==> src/rtl/uart_reg_bridge.sv <==
// Host-command register bridge between a UART byte stream and the R-peak core: sample FIFO in, peak FIFO out.
// Optional write-data timeout is enabled by defining UART_BRIDGE_TIMEOUT_EN.
module uart_reg_bridge #(
  parameter int DATA_WIDTH        = 11,
  parameter int CTR_WIDTH         = 22,
  parameter int SAMPLE_FIFO_DEPTH = 16,
  parameter int PEAK_FIFO_DEPTH   = 8,
  parameter int TIMEOUT_CYCLES    = 100000
) (
  input  logic                  clk,
  input  logic                  rst_n,
  input  logic [7:0]            rx_data,
  input  logic                  rx_valid,
  output logic                  rx_ready,
  output logic [7:0]            tx_data,
  output logic                  tx_valid,
  input  logic                  tx_ready,
  output logic [DATA_WIDTH-1:0] sample_data,
  output logic                  sample_valid,
  input  logic                  sample_ready,
  input  logic                  peak_valid,
  input  logic [CTR_WIDTH-1:0]  peak_location,
  output logic                  ce
);

  // Handshakes: a byte moves on rx_valid & rx_ready, a response on tx_valid & tx_ready,
  // a sample on sample_valid & sample_ready; valid never waits on ready.

  localparam int SAW = $clog2(SAMPLE_FIFO_DEPTH);
  localparam int PAW = $clog2(PEAK_FIFO_DEPTH);

  localparam logic [2:0] A_CR    = 3'd0;
  localparam logic [2:0] A_SR    = 3'd1;
  localparam logic [2:0] A_DINL  = 3'd2;
  localparam logic [2:0] A_DINH  = 3'd3;
  localparam logic [2:0] A_DOUTL = 3'd4;
  localparam logic [2:0] A_DOUTM = 3'd5;
  localparam logic [2:0] A_DOUTH = 3'd6;

  typedef enum logic [1:0] {IDLE, WDATA, RESP} state_t;

  state_t     state;
  logic [2:0] addr_q;
  logic       en;
  logic [7:0] dinl;
  logic       samp_ovf;
  logic       peak_ovf;
  logic       to_flag;
  logic       to_hit;

  logic cmd_acc, rd_cmd, wr_acc, cr_wr, flush, dinl_wr, dinh_wr, en_n;

  assign ce      = en;
  assign cmd_acc = (state == IDLE) && rx_valid && (rx_data[7:4] == 4'h0);
  assign rd_cmd  = cmd_acc && !rx_data[0];
  assign wr_acc  = (state == WDATA) && rx_valid;
  assign cr_wr   = wr_acc && (addr_q == A_CR);
  assign flush   = cr_wr && rx_data[1];
  assign dinl_wr = wr_acc && (addr_q == A_DINL);
  assign dinh_wr = wr_acc && (addr_q == A_DINH);
  assign en_n    = cr_wr ? rx_data[0] : en;

  // ---------------- sample FIFO ----------------
  logic [DATA_WIDTH-1:0] s_mem [SAMPLE_FIFO_DEPTH];
  logic [SAW-1:0]        s_wr, s_rd, s_rd_n;
  logic [SAW:0]          s_cnt, s_cnt_n;
  logic                  s_full, s_empty, s_pop, s_push, s_ovf_set;
  logic [DATA_WIDTH-1:0] s_wdata, s_head_n;

  assign s_full    = s_cnt[SAW];
  assign s_empty   = (s_cnt == '0);
  assign s_wdata   = {rx_data[DATA_WIDTH-9:0], dinl};
  assign s_pop     = sample_valid && sample_ready;
  assign s_push    = dinh_wr && (!s_full || s_pop);
  assign s_ovf_set = dinh_wr && s_full && !s_pop;

  always_comb begin
    s_cnt_n = s_cnt;
    s_rd_n  = s_rd;
    if (flush) begin
      s_cnt_n = '0;
      s_rd_n  = '0;
    end else begin
      if (s_pop) s_rd_n = s_rd + 1'b1;
      if (s_push && !s_pop) s_cnt_n = s_cnt + 1'b1;
      else if (!s_push && s_pop) s_cnt_n = s_cnt - 1'b1;
    end
  end

  // Output register holds the post-edge head, so a sample written into an empty slot bypasses memory.
  always_comb begin
    s_head_n = s_mem[s_rd_n];
    if (s_push && (s_wr == s_rd_n)) s_head_n = s_wdata;
  end

  always_ff @(posedge clk) begin
    if (s_push && !flush) s_mem[s_wr] <= s_wdata;
  end

  always_ff @(posedge clk) begin
    if (!rst_n) begin
      s_wr         <= '0;
      s_rd         <= '0;
      s_cnt        <= '0;
      sample_valid <= 1'b0;
      sample_data  <= '0;
    end else begin
      if (flush) s_wr <= '0;
      else if (s_push) s_wr <= s_wr + 1'b1;
      s_rd         <= s_rd_n;
      s_cnt        <= s_cnt_n;
      sample_valid <= (s_cnt_n != '0) && en_n;
      sample_data  <= s_head_n;
    end
  end

  // ---------------- peak FIFO ----------------
  logic [CTR_WIDTH-1:0] p_mem [PEAK_FIFO_DEPTH];
  logic [PAW-1:0]       p_wr, p_rd;
  logic [PAW:0]         p_cnt;
  logic                 p_full, p_empty, p_pop, p_push, p_ovf_set;
  logic [23:0]          head_ext;

  assign p_full    = p_cnt[PAW];
  assign p_empty   = (p_cnt == '0);
  assign p_pop     = rd_cmd && (rx_data[3:1] == A_DOUTH) && !p_empty;
  assign p_push    = peak_valid && (!p_full || p_pop);
  assign p_ovf_set = peak_valid && p_full && !p_pop;
  assign head_ext  = 24'(p_mem[p_rd]);

  always_ff @(posedge clk) begin
    if (p_push && !flush) p_mem[p_wr] <= peak_location;
  end

  always_ff @(posedge clk) begin
    if (!rst_n || flush) begin
      p_wr  <= '0;
      p_rd  <= '0;
      p_cnt <= '0;
    end else begin
      if (p_push) p_wr <= p_wr + 1'b1;
      if (p_pop) p_rd <= p_rd + 1'b1;
      if (p_push && !p_pop) p_cnt <= p_cnt + 1'b1;
      else if (!p_push && p_pop) p_cnt <= p_cnt - 1'b1;
    end
  end

  // ---------------- write-data timeout ----------------
`ifdef UART_BRIDGE_TIMEOUT_EN
  logic [31:0] to_cnt;

  assign to_hit = (state == WDATA) && !rx_valid && (to_cnt == 32'(TIMEOUT_CYCLES - 1));

  always_ff @(posedge clk) begin
    if (!rst_n) begin
      to_cnt  <= '0;
      to_flag <= 1'b0;
    end else begin
      if ((state == WDATA) && !rx_valid && !to_hit) to_cnt <= to_cnt + 1'b1;
      else to_cnt <= '0;
      if (flush) to_flag <= 1'b0;
      else if (to_hit) to_flag <= 1'b1;
    end
  end
`else
  assign to_hit  = 1'b0;
  assign to_flag = 1'b0;
`endif

  // ---------------- read data ----------------
  logic [7:0] rd_data;

  always_comb begin
    rd_data = 8'h00;
    case (rx_data[3:1])
      A_CR:    rd_data = {7'b0, en};
      A_SR:    rd_data = {to_flag, en, peak_ovf, samp_ovf, p_empty, p_full, s_empty, s_full};
      A_DINL:  rd_data = dinl;
      A_DOUTL: rd_data = p_empty ? 8'h00 : head_ext[7:0];
      A_DOUTM: rd_data = p_empty ? 8'h00 : head_ext[15:8];
      A_DOUTH: rd_data = p_empty ? 8'h00 : head_ext[23:16];
      default: rd_data = 8'h00;
    endcase
  end

  // ---------------- command FSM and registers ----------------
  always_ff @(posedge clk) begin
    if (!rst_n) begin
      state    <= IDLE;
      addr_q   <= '0;
      rx_ready <= 1'b1;
      tx_valid <= 1'b0;
      tx_data  <= 8'h00;
      en       <= 1'b0;
      dinl     <= 8'h00;
      samp_ovf <= 1'b0;
      peak_ovf <= 1'b0;
    end else begin
      case (state)
        IDLE: begin
          if (cmd_acc && rx_data[0]) begin
            addr_q <= rx_data[3:1];
            state  <= WDATA;
          end else if (rd_cmd) begin
            tx_data  <= rd_data;
            tx_valid <= 1'b1;
            rx_ready <= 1'b0;
            state    <= RESP;
          end
        end
        WDATA: begin
          if (rx_valid || to_hit) state <= IDLE;
        end
        RESP: begin
          if (tx_ready) begin
            tx_valid <= 1'b0;
            rx_ready <= 1'b1;
            state    <= IDLE;
          end
        end
        default: state <= IDLE;
      endcase

      en <= en_n;
      if (dinl_wr) dinl <= rx_data;

      if (flush) begin
        samp_ovf <= 1'b0;
        peak_ovf <= 1'b0;
      end else begin
        if (s_ovf_set) samp_ovf <= 1'b1;
        if (p_ovf_set) peak_ovf <= 1'b1;
      end
    end
  end

endmodule

==> config.mk <==
export PLATFORM = sky130hd
export DESIGN_NAME = uart_reg_bridge
export DESIGN_NICKNAME = d
export VERILOG_FILES = /design/src/rtl/uart_reg_bridge.sv
export SDC_FILE = /design/constraint.sdc
export NUM_CORES = 1
export LEC_CHECK = 0
export BUFFER_PORTS_ARGS = -buffer_cell sky130_fd_sc_hd__buf_2
export CAP_MARGIN = 20
export CORE_UTILIZATION = 55
export CTS_BUF_LIST = sky130_fd_sc_hd__clkbuf_4 sky130_fd_sc_hd__clkbuf_8
export DETAILED_ROUTE_END_ITERATION = 8
export HOLD_SLACK_MARGIN = 0.06
export PLACE_DENSITY = 0.73
export REMOVE_ABC_BUFFERS = 1
export SKIP_CTS_REPAIR_TIMING = 1
export SLEW_MARGIN = 20
export SYNTH_ARGS = -nofsm -noshare
export SYNTH_HDL_FRONTEND = slang
export SYNTH_SLANG_ARGS = --single-unit
==> constraint.sdc <==
create_clock -name clk -period 4.15 [get_ports clk]
set_input_delay 0.6225 -clock clk [delete_from_list [all_inputs] [get_ports clk]]
set_output_delay 0.6225 -clock clk [all_outputs]
set_load 0.01 [all_outputs]
# [Word level (Yosys, flattened, before mapping)]
# Memories as Yosys holds them, arrays and structs flattened. A register that Yosys moved wholly into a read port is not among the register bits.
# Index checks and enable logic that the tools add are counted.
[totals] mem_bits_ro=0 register_bits=50 inputBits=36 memories=2 ram_bits=352 word_cells=126 latchBits=0 out_inout_bits=23
[op_classes] bitwise=2 magnitude_cmp=0 shifts=0 n_reduce_logical=53 eq_ne=14 mux=31 div=0 multipliers=0 n_addsub=8
[mem_list] name="p_mem" words=8 word_bits=22 rd=1 rd_ports_with_merged_regs=1 wr=1 line="118" source="logic [CTR_WIDTH-1:0] p_mem [PEAK_FIFO_DEPTH];"
[mem_list] name="s_mem" words=16 word_bits=11 rd=1 rd_ports_with_merged_regs=1 wr=1 line="64" source="logic [DATA_WIDTH-1:0] s_mem [SAMPLE_FIFO_DEPTH];"
[ops] operator="$pmux 8 s6" n=1
[ops] operator="$logic_and 1x1->1" n=25
[ops] operator="$mux 4" n=4
[ops] operator="$mux 8" n=2
[ops] operator="$mux 5" n=3
[ops] operator="$add 4x1->4 const B" n=3
[ops] operator="$logic_not 1->1" n=11
[ops] operator="$mux 1" n=11
[ops] operator="$eq 3x2->1 const B" n=3
[ops] operator="$eq 3x3->1 const B" n=3
[ops] operator="$logic_not 4->1" n=2
[ops] operator="$mux 2" n=4
[ops] operator="$ne 2x2->1 const B" n=4
[ops] operator="$add 3x1->3 const B" n=2
[ops] operator="$logic_not 3->1" n=2
[ops] operator="$mux 3" n=2
[ops] operator="$mux 6" n=1
[ops] operator="$pmux 2 s3" n=1
[ops] operator="$reduce_and 3->1" n=2
[ops] operator="$add 5x1->5 const B" n=1
[ops] operator="$logic_not 5->1" n=1
[ops] operator="$reduce_bool 5->1" n=1
[ops] operator="$sub 5x1->5 const B" n=1
[ops] operator="$pmux 1 s2" n=2
[ops] operator="other kinds (12)" n=16

# [Depth between registers and ports, before layout]
# Gate-level depths: netlist of the first run.
[logic_depth] word_depth=12 depth_mapped=13 ltp_nobuf=11

# [Least setup slack after synthesis of the first run]
# No wires, ideal clock.
[synth_timing] path_type="input-to-reg" start="input rx_data[7]" end="memory p_mem[4][0], enable pin" t_arrival_ns=3.527 required_time_ns=3.721 setup_slack_ns=0.194 setup_time_ns=0.429 cell_stages=6 path_buffers=1 path_cell_list="or4b_4 -> o41ai_1 -> and2_1 -> clkbuf_1 -> nand3_1 -> nor3_1"
[synth_via] elab_chain_cells=10
[synth_rtl] item="from (decl)" line="12" source="input logic [7:0] rx_data,"
[synth_rtl] item="$logic_not 4->1" line="54" source="assign cmd_acc = (state == IDLE) && rx_valid && (rx_data[7:4] == 4'h0);"
[synth_rtl] item="$logic_and 1x1->1" line="54"
[synth_rtl] item="$logic_and 1x1->1" line="55" source="assign rd_cmd = cmd_acc && !rx_data[0];"
[synth_rtl] item="$logic_and 1x1->1 (2 in series)" line="126" source="assign p_pop = rd_cmd && (rx_data[3:1] == A_DOUTH) && !p_empty;"
[synth_rtl] item="$logic_or 1x1->1" line="127" source="assign p_push = peak_valid && (!p_full || p_pop);"
[synth_rtl] item="$logic_and 1x1->1" line="127"
[synth_rtl] item="$logic_and 1x1->1" line="132" source="if (p_push && !flush) p_mem[p_wr] <= peak_location;"
[synth_rtl] item="$mux 1" line="132"
[synth_rtl] item="$mux 1 (implied by the code)" line="132"
[synth_rtl] item="to (decl)" line="118"
# Every way passes these cells.

# [Worst setup path after layout of the first run]
[layout_timing] start="register state[1]" end="register p_cnt[3]"
[layout_via] elab_chain_cells=11 word_cells_on_any_way=19 cone_classes="eq/ne: 1; mux: 1; reduce/logical: 17"
[layout_rtl] item="from (decl)" line="42" source="state_t state;"
[layout_rtl] item="from (signal assigned)" line="189" source="state <= IDLE;"
[layout_rtl] item="from (signal assigned)" line="203" source="state <= WDATA;"
[layout_rtl] item="from (signal assigned)" line="208" source="state <= RESP;"
[layout_rtl] item="$logic_not 2->1" line="54"
[layout_rtl] item="$logic_and 1x1->1 (2 in series)" line="54"
[layout_rtl] item="$logic_and 1x1->1" line="55"
[layout_rtl] item="$logic_and 1x1->1 (2 in series)" line="126"
[layout_rtl] item="$logic_or 1x1->1" line="127"
[layout_rtl] item="$logic_and 1x1->1" line="127"
[layout_rtl] item="$logic_not 1->1" line="144" source="else if (!p_push && p_pop) p_cnt <= p_cnt - 1'b1;"
[layout_rtl] item="$logic_and 1x1->1" line="144"
[layout_rtl] item="$reduce_bool 2->1 (no source line)"
[layout_rtl] item="to (signal assigned)" line="143" source="if (p_push && !p_pop) p_cnt <= p_cnt + 1'b1;"
[layout_rtl] item="to (signal assigned)" line="144"
[layout_rtl] item="to (decl)" line="120" source="logic [PAW:0] p_cnt;"
# Several ways; a longest one is shown, not always the timed one.
# A chain may end at the register's enable or synchronous reset.

==> results of run 1 <==
==> synth_stat cells (3+ instances only) <==
cell type,instances,area [µm²]
sky130_fd_sc_hd__edfxtp_1,352,10600
sky130_fd_sc_hd__nor2_1,72,270
sky130_fd_sc_hd__dfxtp_1,64,1280
sky130_fd_sc_hd__nand2_1,53,199
sky130_fd_sc_hd__o21ai_0,49,245
sky130_fd_sc_hd__mux2i_1,45,450
sky130_fd_sc_hd__mux4_2,44,991
sky130_fd_sc_hd__a21oi_1,35,175
sky130_fd_sc_hd__clkbuf_1,33,124
sky130_fd_sc_hd__nand3_1,22,110
sky130_fd_sc_hd__a22oi_1,21,158
sky130_fd_sc_hd__buf_2,17,85.1
sky130_fd_sc_hd__nor3_1,16,80.1
sky130_fd_sc_hd__o221ai_1,16,140
sky130_fd_sc_hd__o211a_1,15,150
sky130_fd_sc_hd__mux2_2,14,158
sky130_fd_sc_hd__ha_1,12,150
sky130_fd_sc_hd__inv_1,12,45.0
sky130_fd_sc_hd__and3_1,11,68.8
sky130_fd_sc_hd__xnor2_1,10,87.6
sky130_fd_sc_hd__a211oi_1,9,67.6
sky130_fd_sc_hd__o22ai_1,9,56.3
sky130_fd_sc_hd__o31ai_1,9,67.6
sky130_fd_sc_hd__a211o_1,8,70.1
sky130_fd_sc_hd__a31oi_1,8,50.1
sky130_fd_sc_hd__or3_1,8,50.1
sky130_fd_sc_hd__a221oi_1,7,61.3
sky130_fd_sc_hd__xor2_1,6,52.6
sky130_fd_sc_hd__buf_4,5,37.5
sky130_fd_sc_hd__nand3b_1,5,37.5
sky130_fd_sc_hd__nand4_1,5,31.3
sky130_fd_sc_hd__o211ai_1,5,37.5
sky130_fd_sc_hd__a222oi_1,4,40.0
sky130_fd_sc_hd__a41oi_1,4,35.0
sky130_fd_sc_hd__and2_1,4,25.0
sky130_fd_sc_hd__nor2b_1,4,25.0
sky130_fd_sc_hd__a21o_1,3,22.5
sky130_fd_sc_hd__a311oi_1,3,26.3
sky130_fd_sc_hd__a32oi_1,3,26.3
sky130_fd_sc_hd__buf_1,3,11.3
==> cells by family (layout without fill, tap and decap cells) <==
kind of cell / Yosys count / in the layout
AO/OA/AOI/OAI: 234 / 234
XOR/XNOR: 16 / 16
adder cells (fa/ha/maj): 13 / 13
buffers and inverters: 71 / 241
flip-flops: 416 / 416
multiplexers: 103 / 103
other: 0 / 1
AND/OR/NAND/NOR: 219 / 219
==> worst reg2reg max path, cell delays in order, from the launching register on <==
cell and delay (ps):
sky130_fd_sc_hd__dfxtp_1 350, sky130_fd_sc_hd__or4b_4 550, sky130_fd_sc_hd__or3_1 450, sky130_fd_sc_hd__or3_1 500, sky130_fd_sc_hd__ha_1 270, sky130_fd_sc_hd__inv_1 120, sky130_fd_sc_hd__ha_1 250, sky130_fd_sc_hd__a21o_1 170
sky130_fd_sc_hd__a21oi_1 160, sky130_fd_sc_hd__xnor2_1 90, sky130_fd_sc_hd__or3_1 300, sky130_fd_sc_hd__a21oi_1 130
==> layer usage <==
metal	global-route usage [%]	part of all wire, %	up-vias
met3	4.17	6.9	102
met2	42.4	50	478
met4	11.0	3.5	0
met5	0	0	-
li1	-	-	4534
met1	33.0	40	5126
==> worst paths after layout <==
kind / depth (start not counted) / endpoint
worst max-delay path: 11 / p_cnt[3]
worst min-delay path: 1 / p_mem[3][11]
worst max register to register: 11 / p_cnt[3]
worst min register to register: 2 / tx_data[6]
==> stage by stage <==
| step | total power (W) | std cells | area [µm²] | hold slack (ps) | utilization (%) |
|---|---|---|---|---|---|
| CTS | 0.00859 | 1632 | 19100 | 285 | 63.9 |
| global placement | 0.00514 | 1509 | 17800 | 448 | 59.5 |
| finish | 0.00853 | 1633 | 19100 | 303 | 63.9 |
| floorplan | 0.00499 | 1013 | 16600 | 438 | - |
| detailed placement | 0.00517 | 1509 | 17800 | 462 | 59.5 |
| global route | 0.00880 | 1632 | 19100 | 298 | 63.9 |
==> state kept, by name, indices dropped and copies added (netlist names), 2 cells and up, named ones only <==
signal and flops:
addr_q 3, dinl 8, p_cnt 4, p_mem 176, p_rd 3, p_wr 3, s_cnt 5, s_mem 176
s_rd 4, s_wr 4, sample_data 11, state 2, tx_data 8
==> power by group <==
| part | switching (W) | internal (W) |
|---|---|---|
| Combinational | 0.000242 | 0.000150 |
| Clock | 0.00157 | 0.00189 |
| Sequential | 0.0000506 | 0.00463 |
==> final cells by class <==
| cell class | instances | area [µm²] |
|---|---|---|
| antenna | 1 | 2.50 |
| clock buffer | 98 | 1170 |
| clock inverter | 25 | 150 |
| fill | 2101 | 10800 |
| inverter | 12 | 45.0 |
| multi-input combinational | 585 | 4690 |
| sequential | 416 | 11900 |
| tap | 390 | 488 |
| timing repair buffer | 106 | 688 |
==> results_tabular.tex, run 1 <==
\begin{tabular}{lr}
\hline
Metric & Value \\
\hline
\multicolumn{2}{l}{\textbf{Status}} \\
Run status & complete, no violations \\
\multicolumn{2}{l}{\textbf{Logic synthesis}} \\
Portion of netlist area occupied by mux cells & about a tenth \\
FFs w/ async S/R, synth & 0\% \\
Top flip-flop cell by instance count after synthesis & sky130\_fd\_sc\_hd\_\_edfxtp\_1 \\
Number of flops mapped to enable cells by yosys & $\sim$350 \\
Post-synthesis cell count & $\sim$1.1k \\
Yosys warning count & 0 \\
Synthesized-area fraction occupied by xor and xnor cells & less than 1\% \\
Area fraction in compound gates after synthesis & roughly a tenth \\
Avg Synthesized Cell Area & 15.7 µm² \\
Post-synthesis cell type count & 76 \\
Post-synthesis sequential area ratio & 70.4\% \\
Simple-gate area share of the yosys netlist & about 6.3\% \\
Main combinational cell family by area after synthesis & compound AO/OA/AOI/OAI gates \\
Synth Register Bits & roughly 420 \\
Cell area after synthesis & $\sim$17000 µm² \\
Post-Synth Adder-Cell Area & roughly 1.0\% \\
\multicolumn{2}{l}{\textbf{Die}} \\
DIE AREA & 31300 µm² \\
Overall die width & $\sim$180 µm \\
Die extent in y & 177 µm \\
Initial cell density of the core & 56.3\% \\
Count of pins on the block boundary & 59 \\
Area of the core region & between 20000 and 30000 µm² \\
Number of standard-cell rows in the floorplan & 63 \\
\multicolumn{2}{l}{\textbf{STA}} \\
Final max-slew violation count & 0 \\
Setup repair after global routing missed its margin & false \\
Final clock period utilization by the worst path & 82.6\% \\
Finish-stage setup viols & 0 \\
Worst slew margin & between 30\% and 40\% \\
Setup WS post-layout & 722 ps \\
Final clock skew & roughly 26 ps \\
Sum Neg Setup Slack & 0 ps \\
Post-layout min period & between 3000 and 4000 ps \\
Slew @ Worst Pin & around 1000 ps \\
Count of final hold-check violations & 0 \\
Fmax & between 0.2 and 0.3 GHz \\
\multicolumn{2}{l}{\textbf{Worst setup path}} \\
Reg-to-reg slack, setup & 720 ps \\
CP Buf/Inv Count & 1 \\
Launching element type of the critical path & register \\
Critical-path top delay cell & sky130\_fd\_sc\_hd\_\_or4b\_4 \\
Most frequent cell on the critical path & sky130\_fd\_sc\_hd\_\_or3\_1 \\
Start of the worst register-to-register path & state[1] \\
Critical path type & register to register \\
Critical-path cell list & or4b\_4, or3\_1, or3\_1, ha\_1, inv\_1, ha\_1, a21o\_1, a21oi\_1, xnor2\_1, or3\_1, a21oi\_1 \\
Dominant delay contributor by cell family on the critical path & simple AND/OR/NAND/NOR gates \\
Required time worst endpoint & $\sim$4600 ps \\
Critical path peak fanout & 6 \\
Slowest stage delay, CP & $\sim$550 ps \\
Kind of end point of the critical path & register \\
Arrival time reported for the critical path endpoint & around 3900 ps \\
Critical path origin & state[1] \\
\multicolumn{2}{l}{\textbf{Placed design}} \\
Final Wtd Congestion & roughly 0.9 \\
Pre-CTS setup slack & around 340 ps \\
IO Port Bufs & 58 \\
HPWL after DPL & approximately 24000 µm \\
\multicolumn{2}{l}{\textbf{Power and ir drop}} \\
Worst-case vdd ir drop & between 0.3 and 0.4 mV \\
PD cells & 447 nW/µm² \\
Pleak & between 6 and 7 nW \\
\multicolumn{2}{l}{\textbf{CTS}} \\
Clock latency of the later-clocked register in the worst-skew pair & slightly below 600 ps \\
Sink Count & $\sim$420 \\
CTS HTree Levels & 3 \\
TritonCTS Buffers & 68 \\
Maximum buffer depth of the clock tree & 3 \\
CTS tree & done \\
Clock transition at the registers of the reported paths & around 60 ps \\
Root Driver & sky130\_fd\_sc\_hd\_\_clkbuf\_8 \\
\multicolumn{2}{l}{\textbf{Route}} \\
Count of unresolved DRC violations after routing & 0 \\
Number of antenna-violating nets in the routed design & 0 \\
DRT iter0 DRCs & about 1.1k \\
Via count of the routed design & between 10k and 15k \\
Average wire per standard cell & between 20 and 25 µm \\
Post-detailed-routing wire length & approximately 39000 µm \\
DR pass1 iterations & 5 \\
Ratio of routed vias to standard cells & around 6.3 \\
\multicolumn{2}{l}{\textbf{Flow run}} \\
Max Cap Violations & 0 \\
\multicolumn{2}{l}{\textbf{Layout}} \\
Post-layout net count & roughly 1.2k \\
Leading cell type in the layout, fill and taps excluded & sky130\_fd\_sc\_hd\_\_edfxtp\_1 \\
Area grow syn2layout & 13.4\% \\
Ratio of cells with drive above 1 in the final layout & about a quarter \\
Commonest cells after routing, fill and taps aside & sky130\_fd\_sc\_hd\_\_edfxtp\_1 (352), sky130\_fd\_sc\_hd\_\_clkbuf\_8 (70), sky130\_fd\_sc\_hd\_\_nor2\_1 (65) \\
\multicolumn{2}{l}{\textbf{GRT}} \\
Initial antenna violation count & 1 \\
Overflow left after global routing & 0 \\
Maximum number of pins on one net before global-route repair & 36 \\
All-Layer GR Usage & roughly 25\% \\
Number of global-route vias before repair & about 10k \\
Wire length of the first global-routing pass & a little under 60000 µm \\
\multicolumn{2}{l}{\textbf{Worst hold path}} \\
Source of the worst hold timing path & peak\_location[11] \\
Worst hold-check path type & input pin to register \\
\hline
\end{tabular}
No activity file was read; power rests on OpenSTA's default activity.
==> run 2, diff against run 1 <==
Settings changed: PLACE_DENSITY 0.73 to 0.7.
Clock period 4.15 ns to 3.5 ns, I/O delays scaled along.
==> results_tabular.tex, run 2 (same netlist as run 1, synthesis figures left out) <==
\begin{tabular}{lr}
\hline
Metric & Value \\
\hline
\multicolumn{2}{l}{\textbf{STA}} \\
Final clock period utilization by the worst path & 90.2\% (+7.6 points) \\
Slew @ Worst Pin & 971 ps (-34.3 ps) \\
Setup repair after global routing missed its margin & false \\
Fmax & 0.317 GHz (+8.6\%) \\
Post-layout min period & 3160 ps (-271 ps) \\
Final clock skew & 32.0 ps (+5.89 ps) \\
Count of final hold-check violations & 0 (unchanged) \\
Final max-slew violation count & 0 (unchanged) \\
Worst slew margin & 35.2\% (+2.3 points) \\
Finish-stage setup viols & 0 (unchanged) \\
Sum Neg Setup Slack & 0 ps (unchanged) \\
\multicolumn{2}{l}{\textbf{Power and ir drop}} \\
PD cells & 531 nW/µm² (+19\%) \\
Overall Power & 0.0103 W (+20\%) \\
Pleak & 6.81 nW (+1.3\%) \\
Worst-case vdd ir drop & 0.411 mV (+30\%) \\
\multicolumn{2}{l}{\textbf{Worst setup path}} \\
Critical-path cell list & or4b\_4, or3\_1, or3\_1, ha\_1, inv\_1, ha\_1, a21o\_1, a21oi\_1, xnor2\_1, or3\_1, a21oi\_1 \\
Most frequent cell on the critical path & sky130\_fd\_sc\_hd\_\_or3\_1 \\
Slowest stage delay, CP & 540 ps (about the same) \\
Kind of end point of the critical path & register \\
Critical path type & register to register \\
Arrival time reported for the critical path endpoint & 3650 ps (-260 ps) \\
Cells on worst reg2reg path & 11 (unchanged) \\
Terminus of the critical flop-to-flop path & p\_cnt[3] \\
Endpoint of the most critical setup path & p\_cnt[3] \\
Critical-path top delay cell & sky130\_fd\_sc\_hd\_\_or4b\_4 \\
Launching element type of the critical path & register \\
Start of the worst register-to-register path & state[1] \\
Critical path origin & state[1] \\
Reg-to-reg slack, setup & 340 ps (-380 ps) \\
Required time worst endpoint & 3990 ps (-640 ps) \\
Critical path peak fanout & 6 (unchanged) \\
\multicolumn{2}{l}{\textbf{Worst hold path}} \\
Worst hold-check path type & input pin to register \\
\multicolumn{2}{l}{\textbf{Layout}} \\
Total non-filler cell area in the finished layout & 19400 µm² (+1.4\%) \\
Leading cell type in the layout, fill and taps excluded & sky130\_fd\_sc\_hd\_\_edfxtp\_1 \\
Commonest cells after routing, fill and taps aside & sky130\_fd\_sc\_hd\_\_edfxtp\_1 (352), sky130\_fd\_sc\_hd\_\_clkbuf\_8 (73), sky130\_fd\_sc\_hd\_\_nor2\_1 (65) \\
Post-layout net count & 1257 (+1.5\%) \\
Ratio of cells with drive above 1 in the final layout & 25.4\% (+1.4 points) \\
Largest registers & p\_mem (176), s\_mem (176), sample\_data (11) \\
Area grow syn2layout & 15.0\% \\
\multicolumn{2}{l}{\textbf{Status}} \\
Run status & complete, no violations \\
\multicolumn{2}{l}{\textbf{Die}} \\
DIE AREA & 31300 µm² (unchanged) \\
Overall die width & 177 µm (unchanged) \\
Die extent in y & 177 µm (unchanged) \\
Initial cell density of the core & 56.3\% (unchanged) \\
Count of pins on the block boundary & 59 (unchanged) \\
Number of standard-cell rows in the floorplan & 63 (unchanged) \\
Area of the core region & 29900 µm² (unchanged) \\
\multicolumn{2}{l}{\textbf{Placed design}} \\
IO Port Bufs & 58 (unchanged) \\
Placed cell areas & 17900 µm² (+1.0\%) \\
HPWL after DPL & 24600 µm (+0.58\%) \\
Final Wtd Congestion & 0.877 (-3.3\%) \\
\multicolumn{2}{l}{\textbf{Route}} \\
Wire length the detailed router placed on met1 & 15900 µm (+1.7\%) \\
Post-detailed-routing wire length & 38500 µm (-1.0\%) \\
Count of unresolved DRC violations after routing & 0 (unchanged) \\
Met2 Routed Length & 18600 µm (-3.4\%) \\
DR pass1 iterations & 5 (unchanged) \\
DRT iter0 DRCs & 1022 (-3.1\%) \\
Top layer in use & met5 \\
Met3 WL & 2450 µm (-8.1\%) \\
Via count of the routed design & 10.1k (-0.96\%) \\
Average wire per standard cell & 23.3 µm (-2.1\%) \\
Ratio of routed vias to standard cells & 6.14 (-2.0\%) \\
Number of antenna-violating nets in the routed design & 0 (unchanged) \\
\multicolumn{2}{l}{\textbf{CTS}} \\
TritonCTS Buffers & 68 (unchanged) \\
Clock transition at the registers of the reported paths & 60 ps (about the same) \\
CTS HTree Levels & 3 (unchanged) \\
CTS tree & done \\
Maximum buffer depth of the clock tree & 3 (unchanged) \\
Root Driver & sky130\_fd\_sc\_hd\_\_clkbuf\_8 \\
Clock latency of the later-clocked register in the worst-skew pair & 590 ps (about the same) \\
Sink Count & 416 (unchanged) \\
\multicolumn{2}{l}{\textbf{GRT}} \\
Number of global-route vias before repair & 10.4k (+0.73\%) \\
Overflow left after global routing & 0 (unchanged) \\
Initial antenna violation count & 3 (+2) \\
Wire length of the first global-routing pass & 59200 µm (+0.15\%) \\
All-Layer GR Usage & 25.5\% (+0.030 points) \\
Maximum number of pins on one net before global-route repair & 45 (+25\%) \\
\multicolumn{2}{l}{\textbf{Flow run}} \\
Max Cap Violations & 0 (unchanged) \\
\hline
\end{tabular}
==> run 2: critical path: cells and delay by family, from the launching register on <==
kind                       cells  cell delay, ps
and+or+nand+nor                4            1600
DFF                            1             340
adders and majority gates      2             470
buffers and inverters          1              80
xor gates and xnor gates       1             100
AOI/OAI and AO/OA              3             480
==> run 2: worst min path at each step <==
stage | start | endpoint | slack [ps] | cells past startpoint
5_1_grt | peak_location[10] | p_mem[5][10] | 180 | 1
2_1_floorplan | peak_ovf | peak_ovf | 440 | 2
4_1_cts | peak_location[0] | p_mem[1][0] | 170 | 1
3_5_place_dp | samp_ovf | samp_ovf | 460 | 2
3_3_place_gp | tx_valid | tx_valid | 460 | 2
6_report | rx_data[6] | dinl[6] | 190 | 3
==> run 2: where the power goes <==
group,internal [W],total (W),switching (W)
registers,0.00549,0.00556,0.0000614
clock network,0.00235,0.00422,0.00188
logic,0.000210,0.000501,0.000291
total,0.00805,0.0103,0.00223
==> run 2: per-stage QoR <==
| stage | instances | hold slack, ps | worst slack [ps] | utilization [%] |
|---|---|---|---|---|
| finish | 1651 | 192 | 343 | 64.8 |
| global route | 1651 | 180 | 128 | 64.8 |
| CTS | 1648 | 169 | 351 | 64.7 |
| detailed placement | 1526 | 463 | 55.1 | 60.1 |
| global placement | 1526 | 458 | 58.5 | 60.1 |
| floorplan | 1013 | 438 | -255 | - |
==> run 2: layout make-up <==
cell class / instances / area, µm²
clock buffers: 104 / 1240
fillers: 2169 / 10500
well taps: 390 / 488
flip-flops and latches: 416 / 11900
diodes: 1 / 2.50
multi-input cells: 585 / 4690
clock inverters: 18 / 131
repair buffers: 125 / 908
inverters: 12 / 45.0
==> run 2: layer usage <==
metal / up-vias / GRT usage (%)
met2: 419 / 41.6
met1: 5052 / 33.3
met4: 2 / 11.5
met5: - / 0
met3: 100 / 4.66
li1: 4569 / -
